**src/rtl/regfile_wb_ctrl_if.sv**
```systemverilog
// Writeback/issue bus between the execute/memory stages, decode and the
// register-file writeback controller.
interface regfile_wb_ctrl_if #(
    parameter int N = 16
);
    logic         a_valid;
    logic         a_ready;
    logic [2:0]   a_addr;
    logic [N-1:0] a_data;
    logic         b_valid;
    logic         b_ready;
    logic [2:0]   b_addr;
    logic [N-1:0] b_data;
    logic         issue_valid;
    logic         issue_wr;
    logic [2:0]   issue_waddr;
    logic [2:0]   issue_raddr1;
    logic [2:0]   issue_raddr2;
    logic         issue_stall;
    logic         rf_write_enable;
    logic [2:0]   rf_write_addr;
    logic [N-1:0] rf_write_data;
    logic [7:0]   pending;

    modport slave (
        input  a_valid, a_addr, a_data,
        input  b_valid, b_addr, b_data,
        input  issue_valid, issue_wr, issue_waddr, issue_raddr1, issue_raddr2,
        output a_ready, b_ready, issue_stall,
        output rf_write_enable, rf_write_addr, rf_write_data, pending
    );

    modport master (
        output a_valid, a_addr, a_data,
        output b_valid, b_addr, b_data,
        output issue_valid, issue_wr, issue_waddr, issue_raddr1, issue_raddr2,
        input  a_ready, b_ready, issue_stall,
        input  rf_write_enable, rf_write_addr, rf_write_data, pending
    );
endinterface

```
**src/rtl/regfile_wb_ctrl.sv**
```systemverilog
// Writeback arbiter (ALU vs memory) plus RAW/WAW pending scoreboard for the 8-entry RF.
// Optional feature: WB_RR_ARB_EN selects round-robin conflicts; otherwise memory always wins.
module regfile_wb_ctrl #(
    parameter int N = 16
) (
    input logic         clk,
    input logic         rst,
    regfile_wb_ctrl_if.slave wb
);
    logic         a_win;
    logic         a_grant;
    logic         b_grant;
    logic         accept;
    logic         issue_acc;
    logic [2:0]   sel_addr;
    logic [N-1:0] sel_data;

    logic         we_q,   we_d;
    logic [2:0]   wa_q,   wa_d;
    logic [N-1:0] wd_q,   wd_d;
    logic [7:0]   pend_q, pend_d;

`ifdef WB_RR_ARB_EN
    typedef enum logic {GRANT_A = 1'b0, GRANT_B = 1'b1} grant_e;
    grant_e last_q, last_d;

    assign a_win = (last_q == GRANT_B);

    always_comb begin
        last_d = last_q;
        if (wb.a_valid && wb.b_valid)
            last_d = a_win ? GRANT_A : GRANT_B;
    end

    always_ff @(posedge clk) begin
        if (!rst) last_q <= GRANT_B;
        else      last_q <= last_d;
    end
`else
    assign a_win = 1'b0;
`endif

    assign a_grant   = wb.a_valid & (~wb.b_valid | a_win);
    assign b_grant   = wb.b_valid & (~wb.a_valid | ~a_win);
    assign accept    = a_grant | b_grant;
    assign sel_addr  = a_grant ? wb.a_addr : wb.b_addr;
    assign sel_data  = a_grant ? wb.a_data : wb.b_data;

    // Stall looks only at registered pending; a same-cycle clear does not unblock.
    assign wb.issue_stall = wb.issue_valid & (pend_q[wb.issue_raddr1] | pend_q[wb.issue_raddr2]
                                              | (wb.issue_wr & pend_q[wb.issue_waddr]));
    assign issue_acc      = wb.issue_valid & ~wb.issue_stall;

    always_comb begin
        we_d   = accept;
        wa_d   = wa_q;
        wd_d   = wd_q;
        pend_d = pend_q;
        if (accept) begin
            wa_d = sel_addr;
            wd_d = sel_data;
        end
        // Clear first so a same-register set in the same cycle wins.
        if (we_q)
            pend_d[wa_q] = 1'b0;
        if (issue_acc && wb.issue_wr)
            pend_d[wb.issue_waddr] = 1'b1;
    end

    always_ff @(posedge clk) begin
        if (!rst) begin
            we_q   <= 1'b0;
            wa_q   <= 3'd0;
            wd_q   <= '0;
            pend_q <= 8'h00;
        end else begin
            we_q   <= we_d;
            wa_q   <= wa_d;
            wd_q   <= wd_d;
            pend_q <= pend_d;
        end
    end

    assign wb.a_ready         = a_grant;
    assign wb.b_ready         = b_grant;
    assign wb.rf_write_enable = we_q;
    assign wb.rf_write_addr   = wa_q;
    assign wb.rf_write_data   = wd_q;
    assign wb.pending         = pend_q;
endmodule
```
**src/flat_wrapper.sv**
```systemverilog
// flat-port wrapper written by rule: the top's interface ports become plain ports
module regfile_wb_ctrl_flat 
#(
    parameter int N = 16
)
  (clk, rst, wb_a_valid, wb_a_addr, wb_a_data, wb_b_valid, wb_b_addr, wb_b_data, wb_issue_valid, wb_issue_wr, wb_issue_waddr, wb_issue_raddr1, wb_issue_raddr2, wb_a_ready, wb_b_ready, wb_issue_stall, wb_rf_write_enable, wb_rf_write_addr, wb_rf_write_data, wb_pending);
  regfile_wb_ctrl_if #(.N(N)) wb_i ();
  input logic clk;
  input logic rst;
  input wire logic [$bits(wb_i.a_valid)-1:0] wb_a_valid;
  input wire logic [$bits(wb_i.a_addr)-1:0] wb_a_addr;
  input wire logic [$bits(wb_i.a_data)-1:0] wb_a_data;
  input wire logic [$bits(wb_i.b_valid)-1:0] wb_b_valid;
  input wire logic [$bits(wb_i.b_addr)-1:0] wb_b_addr;
  input wire logic [$bits(wb_i.b_data)-1:0] wb_b_data;
  input wire logic [$bits(wb_i.issue_valid)-1:0] wb_issue_valid;
  input wire logic [$bits(wb_i.issue_wr)-1:0] wb_issue_wr;
  input wire logic [$bits(wb_i.issue_waddr)-1:0] wb_issue_waddr;
  input wire logic [$bits(wb_i.issue_raddr1)-1:0] wb_issue_raddr1;
  input wire logic [$bits(wb_i.issue_raddr2)-1:0] wb_issue_raddr2;
  output wire logic [$bits(wb_i.a_ready)-1:0] wb_a_ready;
  output wire logic [$bits(wb_i.b_ready)-1:0] wb_b_ready;
  output wire logic [$bits(wb_i.issue_stall)-1:0] wb_issue_stall;
  output wire logic [$bits(wb_i.rf_write_enable)-1:0] wb_rf_write_enable;
  output wire logic [$bits(wb_i.rf_write_addr)-1:0] wb_rf_write_addr;
  output wire logic [$bits(wb_i.rf_write_data)-1:0] wb_rf_write_data;
  output wire logic [$bits(wb_i.pending)-1:0] wb_pending;
  assign wb_i.a_valid = wb_a_valid;
  assign wb_i.a_addr = wb_a_addr;
  assign wb_i.a_data = wb_a_data;
  assign wb_i.b_valid = wb_b_valid;
  assign wb_i.b_addr = wb_b_addr;
  assign wb_i.b_data = wb_b_data;
  assign wb_i.issue_valid = wb_issue_valid;
  assign wb_i.issue_wr = wb_issue_wr;
  assign wb_i.issue_waddr = wb_issue_waddr;
  assign wb_i.issue_raddr1 = wb_issue_raddr1;
  assign wb_i.issue_raddr2 = wb_issue_raddr2;
  assign wb_a_ready = wb_i.a_ready;
  assign wb_b_ready = wb_i.b_ready;
  assign wb_issue_stall = wb_i.issue_stall;
  assign wb_rf_write_enable = wb_i.rf_write_enable;
  assign wb_rf_write_addr = wb_i.rf_write_addr;
  assign wb_rf_write_data = wb_i.rf_write_data;
  assign wb_pending = wb_i.pending;
  regfile_wb_ctrl #(.N(N)) u_core (.clk(clk), .rst(rst), .wb(wb_i));
endmodule
```
**config.mk**
```make
export PLATFORM = sky130hd
export DESIGN_NAME = regfile_wb_ctrl_flat
export DESIGN_NICKNAME = d
export VERILOG_FILES = /design/src/rtl/regfile_wb_ctrl_if.sv /design/src/rtl/regfile_wb_ctrl.sv /design/src/flat_wrapper.sv
export SDC_FILE = /design/constraint.sdc
export NUM_CORES = 1
export LEC_CHECK = 0
export CORE_ASPECT_RATIO = 0.75
export CORE_UTILIZATION = 42
export CTS_CLUSTER_DIAMETER = 50
export DETAILED_ROUTE_END_ITERATION = 16
export PLACE_DENSITY_LB_ADDON = 0.05
export SLEW_MARGIN = 40
export SYNTH_ARGS = -nofsm -noshare
export SYNTH_HDL_FRONTEND = slang
export SYNTH_SLANG_ARGS = --single-unit
export TNS_END_PERCENT = 50
```
**constraint.sdc**
```tcl
create_clock -name clk -period 4.1 [get_ports clk]
set_input_delay 0.41 -clock clk [delete_from_list [all_inputs] [get_ports clk]]
set_output_delay 0.41 -clock clk [all_outputs]
set_load 0.05 [all_outputs]
```
Word-level counts from Yosys, hierarchy flattened
Cells that the tools add are included.
{"block": "totals", "regBits": 28, "inputBits": 53, "word_cells": 39}
{"block": "op_classes", "n_reduce_logical": 3, "n_mux": 14, "bitwise_logic": 12, "order_cmp": 6}
{"cell": "$lt 3x4->1 const B", "n": 4}
{"cell": "$mux 16", "n": 1}
{"cell": "$mux 8", "n": 2}
{"cell": "$bmux 1 s3", "n": 3}
{"cell": "$and 8x8->8", "n": 1}
{"cell": "$not 8->8", "n": 1}
{"cell": "$or 8x8->8", "n": 1}
{"cell": "$demux 1 s3", "n": 2}
{"cell": "$ge 3x1->1 const B", "n": 2}
{"cell": "$mux 1", "n": 5}
{"cell": "$and 1x1->1", "n": 4}
{"cell": "$logic_and 1x1->1", "n": 3}
{"cell": "$mux 3", "n": 1}
{"cell": "$or 1x1->1", "n": 3}
{"cell": "$not 1->1", "n": 2}

Logic depth before layout (Yosys ltp)
Gate-level depths: netlist of run 1.
{"block": "logic_depth", "word_depth": 9, "ltp_mapped": 5, "ltp_nobuf": 4}

Worst setup path before layout of run 1
OpenSTA, ideal clock, no wires.
{"block": "synth_path", "kind": "register to output", "start": "reg u_core.pend_q[7], in the netlist u_core.wb.pending[7]", "end": "out wb_issue_stall", "stages_incl_launch_ff": 5, "setup_slack_ns": 1.797, "arrival_time_ns": 1.893, "path_buffers": 0, "t_required_ns": 3.690, "path_cell_list": "dfxtp_1 > mux2_2 > a22o_1 > a2111oi_0 > o2bb2ai_1"}
{"block": "synth_via", "elab_chain_len": 5, "elab_cells_between_ends": 10}
{"item": "from (decl)", "line_no": "regfile_wb_ctrl.sv:21", "rtl": "logic [7:0] pend_q, pend_d;"}
{"item": "from (signal assigned)", "line_no": "regfile_wb_ctrl.sv:80", "rtl": "pend_q <= pend_d;"}
{"item": "$bmux 1 s3 (on tied branches)", "line_no": "regfile_wb_ctrl.sv:50, regfile_wb_ctrl.sv:51"}
{"item": "$mux 1 (on tied branches)", "line_no": "regfile_wb_ctrl.sv:50, regfile_wb_ctrl.sv:51"}
{"item": "$or 1x1->1 / $and 1x1->1 (equally long branches)", "line_no": "regfile_wb_ctrl.sv:50, regfile_wb_ctrl.sv:51"}
{"item": "$or 1x1->1 (*)", "line_no": "regfile_wb_ctrl.sv:51", "rtl": "| (wb.issue_wr & pend_q[wb.issue_waddr]));"}
{"item": "$and 1x1->1 (*)", "line_no": "regfile_wb_ctrl.sv:50", "rtl": "assign wb.issue_stall = wb.issue_valid & (pend_q[wb.issue_raddr1] | pend_q[wb.issue_raddr2]"}
{"item": "to (decl)", "line_no": "flat_wrapper.sv:23", "rtl": "output wire logic [$bits(wb_i.issue_stall)-1:0] wb_issue_stall;"}
Every way passes the cells marked *; elsewhere a longest branch is shown, timed or not. The select of a mux whose other input is x is not followed.

Worst setup path in the final report of run 1
{"block": "layout_path", "start": "in wb_issue_waddr[1]", "end": "out wb_issue_stall"}
{"block": "layout_via", "elab_chain_len": 5}
{"item": "from (decl)", "line_no": "flat_wrapper.sv:18", "rtl": "input wire logic [$bits(wb_i.issue_waddr)-1:0] wb_issue_waddr;"}
{"item": "$bmux 1 s3", "line_no": "regfile_wb_ctrl.sv:51"}
{"item": "$mux 1 (not written as such)", "line_no": "regfile_wb_ctrl.sv:51"}
{"item": "$and 1x1->1", "line_no": "regfile_wb_ctrl.sv:51"}
{"item": "$or 1x1->1", "line_no": "regfile_wb_ctrl.sv:51"}
{"item": "$and 1x1->1", "line_no": "regfile_wb_ctrl.sv:50"}
No other way between the ends. The select of a mux whose other input is x is not followed.

==> results of run 1 <==
-- cell usage after synthesis, drive strengths merged --
library cell,n
dfxtp,28
nand2,25
mux2i,24
and2,19
o21ai,19
clkbuf,8
o211ai,6
nand2b,5
buf,4
mux4,4
o31ai,4
o41ai,4
nor2,3
o311ai,2
a2111oi,1
a22o,1
mux2,1
nand4,1
nand4b,1
nor2b,1
nor3b,1
nor4b,1
o21a,1
o2bb2ai,1
or2,1
-- cell type report --
type                       count  area, um^2
fill                         260         941
multi-input combinational    126         915
timing repair buffer          85         841
sequential                    28         561
tap                           40        50.0
clock buffer                   3        41.3
clock inverter                 1        30.0
-- cells by family (layout without fill, tap and decap cells) --
family          Yosys count  in the layout  synth area share, %
compound gates           39             39                 16.8
buf+inv                  12             89                 3.44
flops                    28             28                 36.7
mux                      29             29                 23.3
simple gates             58             58                 19.7
-- per-stage QoR --
step,cells,util (%)
finish,283,72.1
global route,283,72.1
CTS,283,72.3
detailed placement,279,70.2
global placement,279,70.2
floorplan,166,-
-- metal layers --
metal  vias to the layer above  track usage, %  routed length, um
li1                        761               -                  -
met1                       708            24.8               1790
met2                        53            41.4               2000
met3                         4            5.89                239
met4                         0            3.92                 27
met5                         -               0                  0
-- worst paths after layout --
kind                        start                    to  cells after the start
max reg2reg  u_core.wb.pending[3]  u_core.wb.pending[6]                      4
min reg2reg  u_core.wb.pending[3]  u_core.wb.pending[3]                      1
max             wb_issue_waddr[1]        wb_issue_stall                      6
min          u_core.wb.pending[3]  u_core.wb.pending[3]                      1
-- registers in the layout, indices dropped and copies added (netlist names) --
register	flops
u_core.wb.rf_write_enable	1
u_core.wb.rf_write_data	16
u_core.wb.pending	8
u_core.wb.rf_write_addr	3
-- power groups by stage --
stage / logic, mW / registers, mW / clock network [mW]
finish: 0.205 / 0.298 / 0.213
global route: 0.218 / 0.300 / 0.228
CTS: 0.206 / 0.298 / 0.218
detailed placement: 0.205 / 0.304 / 0
global placement: 0.200 / 0.303 / 0
floorplan: 0.0608 / 0.353 / 0
-- critical path, stage by stage --
cell	delay, ns
clkdlybuf4s50_1	0.64
mux2_2	0.39
a22o_1	0.23
a2111oi_0	0.42
o2bb2ai_1	0.13
clkdlybuf4s50_1	0.71
==> results.txt, run 1 <==
Pin slew with the least headroom to its limit - 0.570 ns
Post-route DRC - 0
Starting density of the core - 45.2%
Minimum hold slack - 0.589 ns
Wire per inst - 14.3 um
Fin Setup TNS - 0 ns
Crit path time final - 3.34 ns
Post-synth net total - 219
Clock power share - 29.7%
Int Pwr - 0.515 mW
Top area cells in the synthesized netlist - dfxtp_1, mux2i_1, and2_1, mux4_1, o21ai_0
Fin crit share - 81.4%
HP Class - reg2reg
Final setup vio count - 0
RSZ-0062 raised after global routing - false
H-tree Lvls - 1
Worst Path Required - 3.69 ns
Pre-CTS WS - 0.723 ns
Final Hold Vio Count - 0
Clock Latency Late Sink - 0.27 ns
First-pass GRT wire length - 6560 um
Yosys top cell by area - dfxtp_1
PnR worst setup slack - 0.763 ns
DRT Wirelength - 4060 um
Static Leak - 0.969 nW
Commonest non-fill, non-tap cell in the layout - clkdlybuf4s50_1
Power density cells - 293 mW/mm^2
CP Capture Type - primary output
Outcome - complete, no violations
Die height - 54.2 um
GP Congestion - 0.876
Post-CTS setup buffers - 0
Net Sw Power - 0.200 mW
Post-Synthesis Cells - 166
Area growth, synth to finish - 59.5%
Number of CTS-inserted buffers - 3
Seq/Total Area, Yosys - 36.7%
Combinational power share - 28.6%
Register bit total from synthesis - 28
Vias in the first global route - 1477
Overflow left after global routing - 0
Sw Ratio - 28.0%
Worst-path fanout max - 8
Power, Total - 0.715 mW
CTS root buffer - clkbuf_8
Detailed-route via count - 1526
Initial antenna violation count - 0
Clk pin slew, worst setup/hold paths - 0.09 ns
Clock Tree Buf Depth - 2
CTS tree - built
Vias per inst - 5.39
Most frequent cells in the layout - clkdlybuf4s50_1, dfxtp_1, mux2i_1, nand2_1
R2R Setup Slk - 2.34 ns
Floorplan core area - 0.00338 mm^2
Dpl cell area - 0.00237 mm^2
Antenna Nets Post-Route - 0
Post-DP HPWL - 3080 um
Die ar. - 0.00389 mm^2
CP startpoint kind - input pin
Fin. max-slew vios - 0
Final nets - 297
Core Rows - 18
DR pass1 iterations - 4
Kind of critical path - in2out
IO buf count - 83
Yosys warns - 0
Avg Inst Size Synth - 9.20 um^2
Peak supply drop - 244 uV
Layout Skew - 0.00476 ns
Fmax - 300 MHz
Overall Global Routing Usage - 21.5%
Max-cap viol count - 0
Sequential share of power - 41.6%
Synthesized area - 0.00153 mm^2
Critical path arrival - 2.93 ns
Post-cts sizing count - 0
DRT iter0 DRCs - 29
Io pins - 84
Relative slew slack - 61.9%
Die width - 71.6 um
Fraction of layout cells with a size suffix above 1 - 4.12%
Pin count of the biggest net entering global routing - 31
Cts hold-fix bufs - 0
Design Area, Final - 0.00244 mm^2
Clk sink count - 28
Synth unique cells - 27
Area share of the largest cell type after synthesis - 36.7%
Number of diodes - 0
(Power assumes the default switching activity.)
==> inputs of run 2 (changes only) <==
CORE_UTILIZATION = 35   (was 42)
clock period = 2.8 ns   (was 4.1 ns; I/O delays follow)
==> run 2 against run 1 <==
Against the previous run:
- clock power barely moved
- final cell count grew 6.0%
- critical path depth stayed put
- sequential cell count unchanged
==> results.txt, run 2 (same netlist as run 1, synthesis figures left out) <==
Relative slew slack - 65.6% (was 61.9%)
Crit path time final - 2.37 ns
DRT Wirelength - 4140 um (was 4060 um)
Wire per inst - 13.8 um (was 14.3 um)
Final non-filler cell total - 300 (was 283)
Finished Core Util - 59.8% (was 72.1%)
DRT iter0 DRCs - 74 (was 29)
RSZ-0062 raised after global routing - false (unchanged)
Area growth, synth to finish - 61.8% (was 59.5%)
Pin slew with the least headroom to its limit - 0.514 ns (was 0.570 ns)
Power density cells - 386 mW/mm^2 (was 293 mW/mm^2)
Cts hold-fix bufs - 0 (unchanged)
Number of diodes - 0 (unchanged)
Worst Setup EP - wb_issue_stall (unchanged)
Post-DP HPWL - 3220 um (was 3080 um)
Post-cts sizing count - 0 (unchanged)
Layout fillers - 380 (was 260)
Clock power share - 22.0% (was 29.7%)
Starting density of the core - 37.0% (was 45.2%)
Detailed-route via count - 1533 (was 1526)
CTS root buffer - clkbuf_8 (unchanged)
Antenna Nets Post-Route - 0 (unchanged)
FF-to-FF End - u_core.wb.pending[1] (was u_core.wb.pending[6])
Clock Latency Late Sink - 0.26 ns (was 0.27 ns)
Pin count of the biggest net entering global routing - 24 (was 31)
Die width - 78.3 um (was 71.6 um)
CTS tree - built (unchanged)
Final nets - 300 (was 297)
Post-route DRC - 0 (unchanged)
Fin crit share - 84.7%
Clk sink count - 28 (unchanged)
Hold Path Depth - 1 (unchanged)
Met3 Track Usage GR - 4.62% (was 5.89%)
Static Leak - 0.982 nW (was 0.969 nW)
Int Pwr - 0.666 mW (was 0.515 mW)
Fraction of layout cells with a size suffix above 1 - 5.71% (was 4.12%)
Final setup vio count - 0 (unchanged)
Die ar. - 0.00464 mm^2 (was 0.00389 mm^2)
Post-CTS setup buffers - 0 (unchanged)
Placed cell count - 297 (was 279)
Number of CTS-inserted buffers - 3 (unchanged)
Worst Setup SP - wb_issue_waddr[1] (unchanged)
DR pass1 iterations - 4 (unchanged)
Die height - 59.2 um (was 54.2 um)
Kind of critical path - in2out (unchanged)
Met2 Resource Use GR - 29.9% (was 41.4%)
Floorplan core area - 0.00413 mm^2 (was 0.00338 mm^2)
GR peak layer - met2 (unchanged)
Vias in the first global route - 1369 (was 1477)
CP Capture Type - primary output (unchanged)
Io pins - 84 (unchanged)
Sequential share of power - 45.9% (was 41.6%)
Most frequent cells in the layout - clkdlybuf4s50_1, dfxtp_1, mux2i_1, nand2_1 (unchanged)
Number of flip-flops under the largest register name - 16 (unchanged)
Fin Setup TNS - 0 ns (unchanged)
R2R Setup Slk - 1.06 ns (was 2.34 ns)
Clk pin slew, worst setup/hold paths - 0.09 ns (about the same)
Fin. max-slew vios - 0 (unchanged)
Critical path arrival - 2.09 ns (was 2.93 ns)
Grt met1 use - 24.3% (was 24.8%)
Layout Skew - 0.00140 ns (was 0.00476 ns)
Core Rows - 20 (was 18)
CP startpoint kind - input pin (unchanged)
Worst Path Required - 2.52 ns (was 3.69 ns)
Clock Tree Buf Depth - 2 (unchanged)
Outcome - complete, no violations (unchanged)
Overflow left after global routing - 0 (unchanged)
First-pass GRT wire length - 6510 um (was 6560 um)
Net Sw Power - 0.287 mW (was 0.200 mW)
Vias per inst - 5.11 (was 5.39)
Critical R2R Launch - u_core.wb.pending[4] (was u_core.wb.pending[3])
Combinational power share - 32.1% (was 28.6%)
H-tree Lvls - 1 (unchanged)
GP Congestion - 0.912 (was 0.876)
Overall Global Routing Usage - 18.2% (was 21.5%)
Worst-path fanout max - 2 (was 8)
Peak supply drop - 233 uV (was 244 uV)
Sw Ratio - 30.1% (was 28.0%)
Worst Reg-to-Reg Cells - 4 (unchanged)
IO buf count - 83 (unchanged)
Initial antenna violation count - 0 (unchanged)
Fmax - 422 MHz
HP Class - reg2reg (unchanged)
Final Hold Vio Count - 0 (unchanged)
Max-cap viol count - 0 (unchanged)
Commonest non-fill, non-tap cell in the layout - clkdlybuf4s50_1 (unchanged)
==> run 2: cell types whose count changed in the layout (fill, tap and decap cells not counted) <==
cell	delta
buf_4	+4
buf_12	+2
clkdlybuf4s50_1	-2
bufinv_16	-1
buf_2	-1
==> run 2: layout make-up <==
class,count,area (um^2),share of cell area (%)
Multi-Input combinational cell,126,915,37.0
Timing Repair Buffer,88,886,35.8
Tap cell,55,68.8,2.78
Clock buffer,3,41.3,1.67
Sequential cell,28,561,22.7
==> run 2: metal layers <==
layer / vias up / part of all wire, %
met5: - / 0
met4: 0 / 0.51
met3: 4 / 7.3
met2: 68 / 45
met1: 695 / 47
li1: 766 / -
==> run 2: stage by stage <==
step	hold WS, ns	power [mW]	cell area [um^2]	worst slack (ns)
3_3_place_gp	0.569	0.746	2430	0.499
5_1_grt	0.621	0.995	2470	0.274
3_5_place_dp	0.576	0.753	2430	0.425
4_1_cts	0.592	0.961	2470	0.412
2_1_floorplan	0.454	0.606	1530	0.627
6_report	0.606	0.953	2470	0.430
==> run 2: critical path, stage by stage <==
cell             delay [ns]
clkdlybuf4s50_1        0.48
mux2_2                 0.35
a22o_1                 0.22
a2111oi_0              0.42
o2bb2ai_1              0.13
buf_4                  0.20
==> run 2: power groups by stage <==
stage	Clock [mW]	Combinational (mW)	Sequential [mW]
global placement	0	0.302	0.444
floorplan	0	0.0890	0.517
global route	0.230	0.325	0.440
CTS	0.216	0.308	0.437
finish	0.210	0.306	0.437
detailed placement	0	0.307	0.446
==> run 2: how the worst min path moves through the flow <==
stage / start / end / slack [ns]
6_report: u_core.wb.pending[3] / u_core.wb.pending[3] / 0.61
5_1_grt: u_core.wb.pending[1] / u_core.wb.pending[1] / 0.62
4_1_cts: u_core.wb.pending[1] / u_core.wb.pending[1] / 0.59
3_5_place_dp: u_core.wb.pending[1] / u_core.wb.pending[1] / 0.58
3_3_place_gp: u_core.wb.pending[3] / u_core.wb.pending[3] / 0.57
2_1_floorplan: wb_issue_waddr[2] / u_core.wb.pending[4] / 0.45
==> inputs of run 3 (changes only) <==
clock period = 1.95 ns   (was 2.8 ns; I/O delays follow)
==> run 3 against run 2 <==
Against the previous run:
- die area unchanged
- highest routed layer unchanged
- hold slack worse by 0.097 ns
- sequential cell count unchanged
- non-clock buffer count up 7
- critical path depth down 1
==> results.txt, run 3 (same netlist as run 1, synthesis figures left out) <==
Outcome - complete, no violations (unchanged)
Number of flip-flops under the largest register name - 16 (unchanged)
Most frequent cells in the layout - clkdlybuf4s50_1, nand2_1, mux2i_1 (was clkdlybuf4s50_1, dfxtp_1, mux2i_1, nand2_1)
Number of diodes - 0 (unchanged)
Clk sink count - 28 (unchanged)
Fin crit share - 98.8%
Core Rows - 20 (unchanged)
CTS root buffer - clkbuf_8 (unchanged)
Initial antenna violation count - 0 (unchanged)
Layout Skew - 0.00295 ns (was 0.00140 ns)
GP Congestion - 0.848 (was 0.912)
Hold Crit Start - u_core.wb.pending[3] (unchanged)
CTS tree - built (unchanged)
Critical R2R Launch - u_core.wb.pending[5] (was u_core.wb.pending[4])
Static Leak - 1.01 nW (was 0.982 nW)
Post-route DRC - 0 (unchanged)
Power, Total - 1.39 mW (was 0.953 mW)
Starting density of the core - 37.0% (unchanged)
Commonest non-fill, non-tap cell in the layout - clkdlybuf4s50_1 (unchanged)
Vias per inst - 4.94 (was 5.11)
Minimum hold slack - 0.509 ns (was 0.606 ns)
Number of CTS-inserted buffers - 3 (unchanged)
Critical path arrival - 1.73 ns (was 2.09 ns)
Design Area, Final - 0.00256 mm^2 (was 0.00247 mm^2)
Relative slew slack - 64.8% (was 65.6%)
HP Class - reg2reg (unchanged)
Final Hold Vio Count - 0 (unchanged)
Fmax - 519 MHz
Antenna Nets Post-Route - 0 (unchanged)
Die ar. - 0.00464 mm^2 (unchanged)
Max-cap viol count - 0 (unchanged)
Pin count of the biggest net entering global routing - 24 (unchanged)
Kind of critical path - reg2out (was in2out)
Power density cells - 542 mW/mm^2 (was 386 mW/mm^2)
Clk pin slew, worst setup/hold paths - 0.09 ns (about the same)
Clock Tree Buf Depth - 2 (unchanged)
Overflow left after global routing - 0 (unchanged)
Worst Setup SP - u_core.wb.pending[5] (was wb_issue_waddr[1])
Final setup vio count - 0 (unchanged)
Floorplan core area - 0.00413 mm^2 (unchanged)
Pin slew with the least headroom to its limit - 0.521 ns (was 0.514 ns)
Fraction of layout cells with a size suffix above 1 - 13.9% (was 5.71%)
Worst Path Required - 1.75 ns (was 2.52 ns)
First-pass GRT wire length - 7140 um (was 6510 um)
Io pins - 84 (unchanged)
Dpl cell area - 0.00249 mm^2 (was 0.00243 mm^2)
Vias in the first global route - 1484 (was 1369)
Peak supply drop - 301 uV (was 233 uV)
DR pass1 iterations - 4 (unchanged)
CP Capture Type - primary output (unchanged)
CP startpoint kind - register (was input pin)
Die width - 78.3 um (unchanged)
H-tree Lvls - 1 (unchanged)
Fin Setup TNS - 0 ns (unchanged)
Layout fillers - 361 (was 380)
Post-DP HPWL - 3340 um (was 3220 um)
DRT Wirelength - 4400 um (was 4140 um)
Overall Global Routing Usage - 20.0% (was 18.2%)
RSZ-0062 raised after global routing - true (was false)
Area growth, synth to finish - 67.8% (was 61.8%)
Wire per inst - 14.3 um (was 13.8 um)
Clock Latency Late Sink - 0.27 ns (was 0.26 ns)
Worst-path fanout max - 5 (was 2)
Die height - 59.2 um (unchanged)
Final nets - 307 (was 300)
Fin. max-slew vios - 0 (unchanged)
Detailed-route via count - 1517 (was 1533)
DRT iter0 DRCs - 37 (was 74)
Crit path time final - 1.93 ns
IO buf count - 83 (unchanged)
==> run 3: cell types whose count changed in the layout (fill, tap and decap cells not counted), sizes merged <==
cell	previous run	this run
buf	8	15
clkdlybuf4s50	80	77
dlygate4sd2	0	3
==> run 3: critical path, cell delays in order (launching register included) <==
cell,delay (ns)
dfxtp_2,0.37
mux2_2,0.28
a22o_1,0.24
a2111oi_4,0.31
o2bb2ai_2,0.11
buf_6,0.16
==> run 3: cell type report <==
class | instances | area (um^2) | area share, %
clock buffer | 3 | 41.3 | 1.61
multi-input combinational | 126 | 928 | 36.2
sequential | 28 | 574 | 22.4
tap | 55 | 68.8 | 2.68
timing repair buffer | 95 | 951 | 37.1
==> run 3: power by group <==
group | switching, mW | total (mW) | internal [mW]
Sequential | 0.0240 | 0.625 | 0.601
Combinational | 0.231 | 0.458 | 0.227
Clock | 0.168 | 0.307 | 0.139
==> run 3: timing repair <==
| action | 4_1_cts | 5_1_grt |
|---|---|---|
| pin swaps | 3 | 0 |
| hold buffers | 0 | 0 |
| endpoints found under the setup margin | 1 | 3 |
| setup buffers | 1 | 0 |
| gates cloned | 0 | 0 |
| gates resized for setup | 12 | 8 |
==> run 3: path summary, 6_finish.rpt <==
kind                           to  slack, ns  cells past startpoint
min          u_core.wb.pending[3]       0.51                      1
min reg2reg  u_core.wb.pending[3]       0.51                      1
max reg2reg  u_core.wb.pending[1]       0.19                      5
max                wb_issue_stall       0.02                      5
==> run 3: layer usage <==
layer | wire, um | up-vias | global-route usage (%)
li1 | - | 771 | -
met1 | 1980 | 691 | 26.2
met2 | 2090 | 53 | 33.2
met3 | 321 | 2 | 6.00
met4 | 14 | 0 | 3.97
met5 | 0 | - | 0
==> run 3: per-stage QoR <==
step	util (%)	cells	worst slack, ns
finish	62.1	307	0.0228
global placement	60.4	303	-0.197
detailed placement	60.4	303	-0.256
floorplan	-	166	0.0277
CTS	62.0	307	0.00547
global route	62.1	307	-0.0433
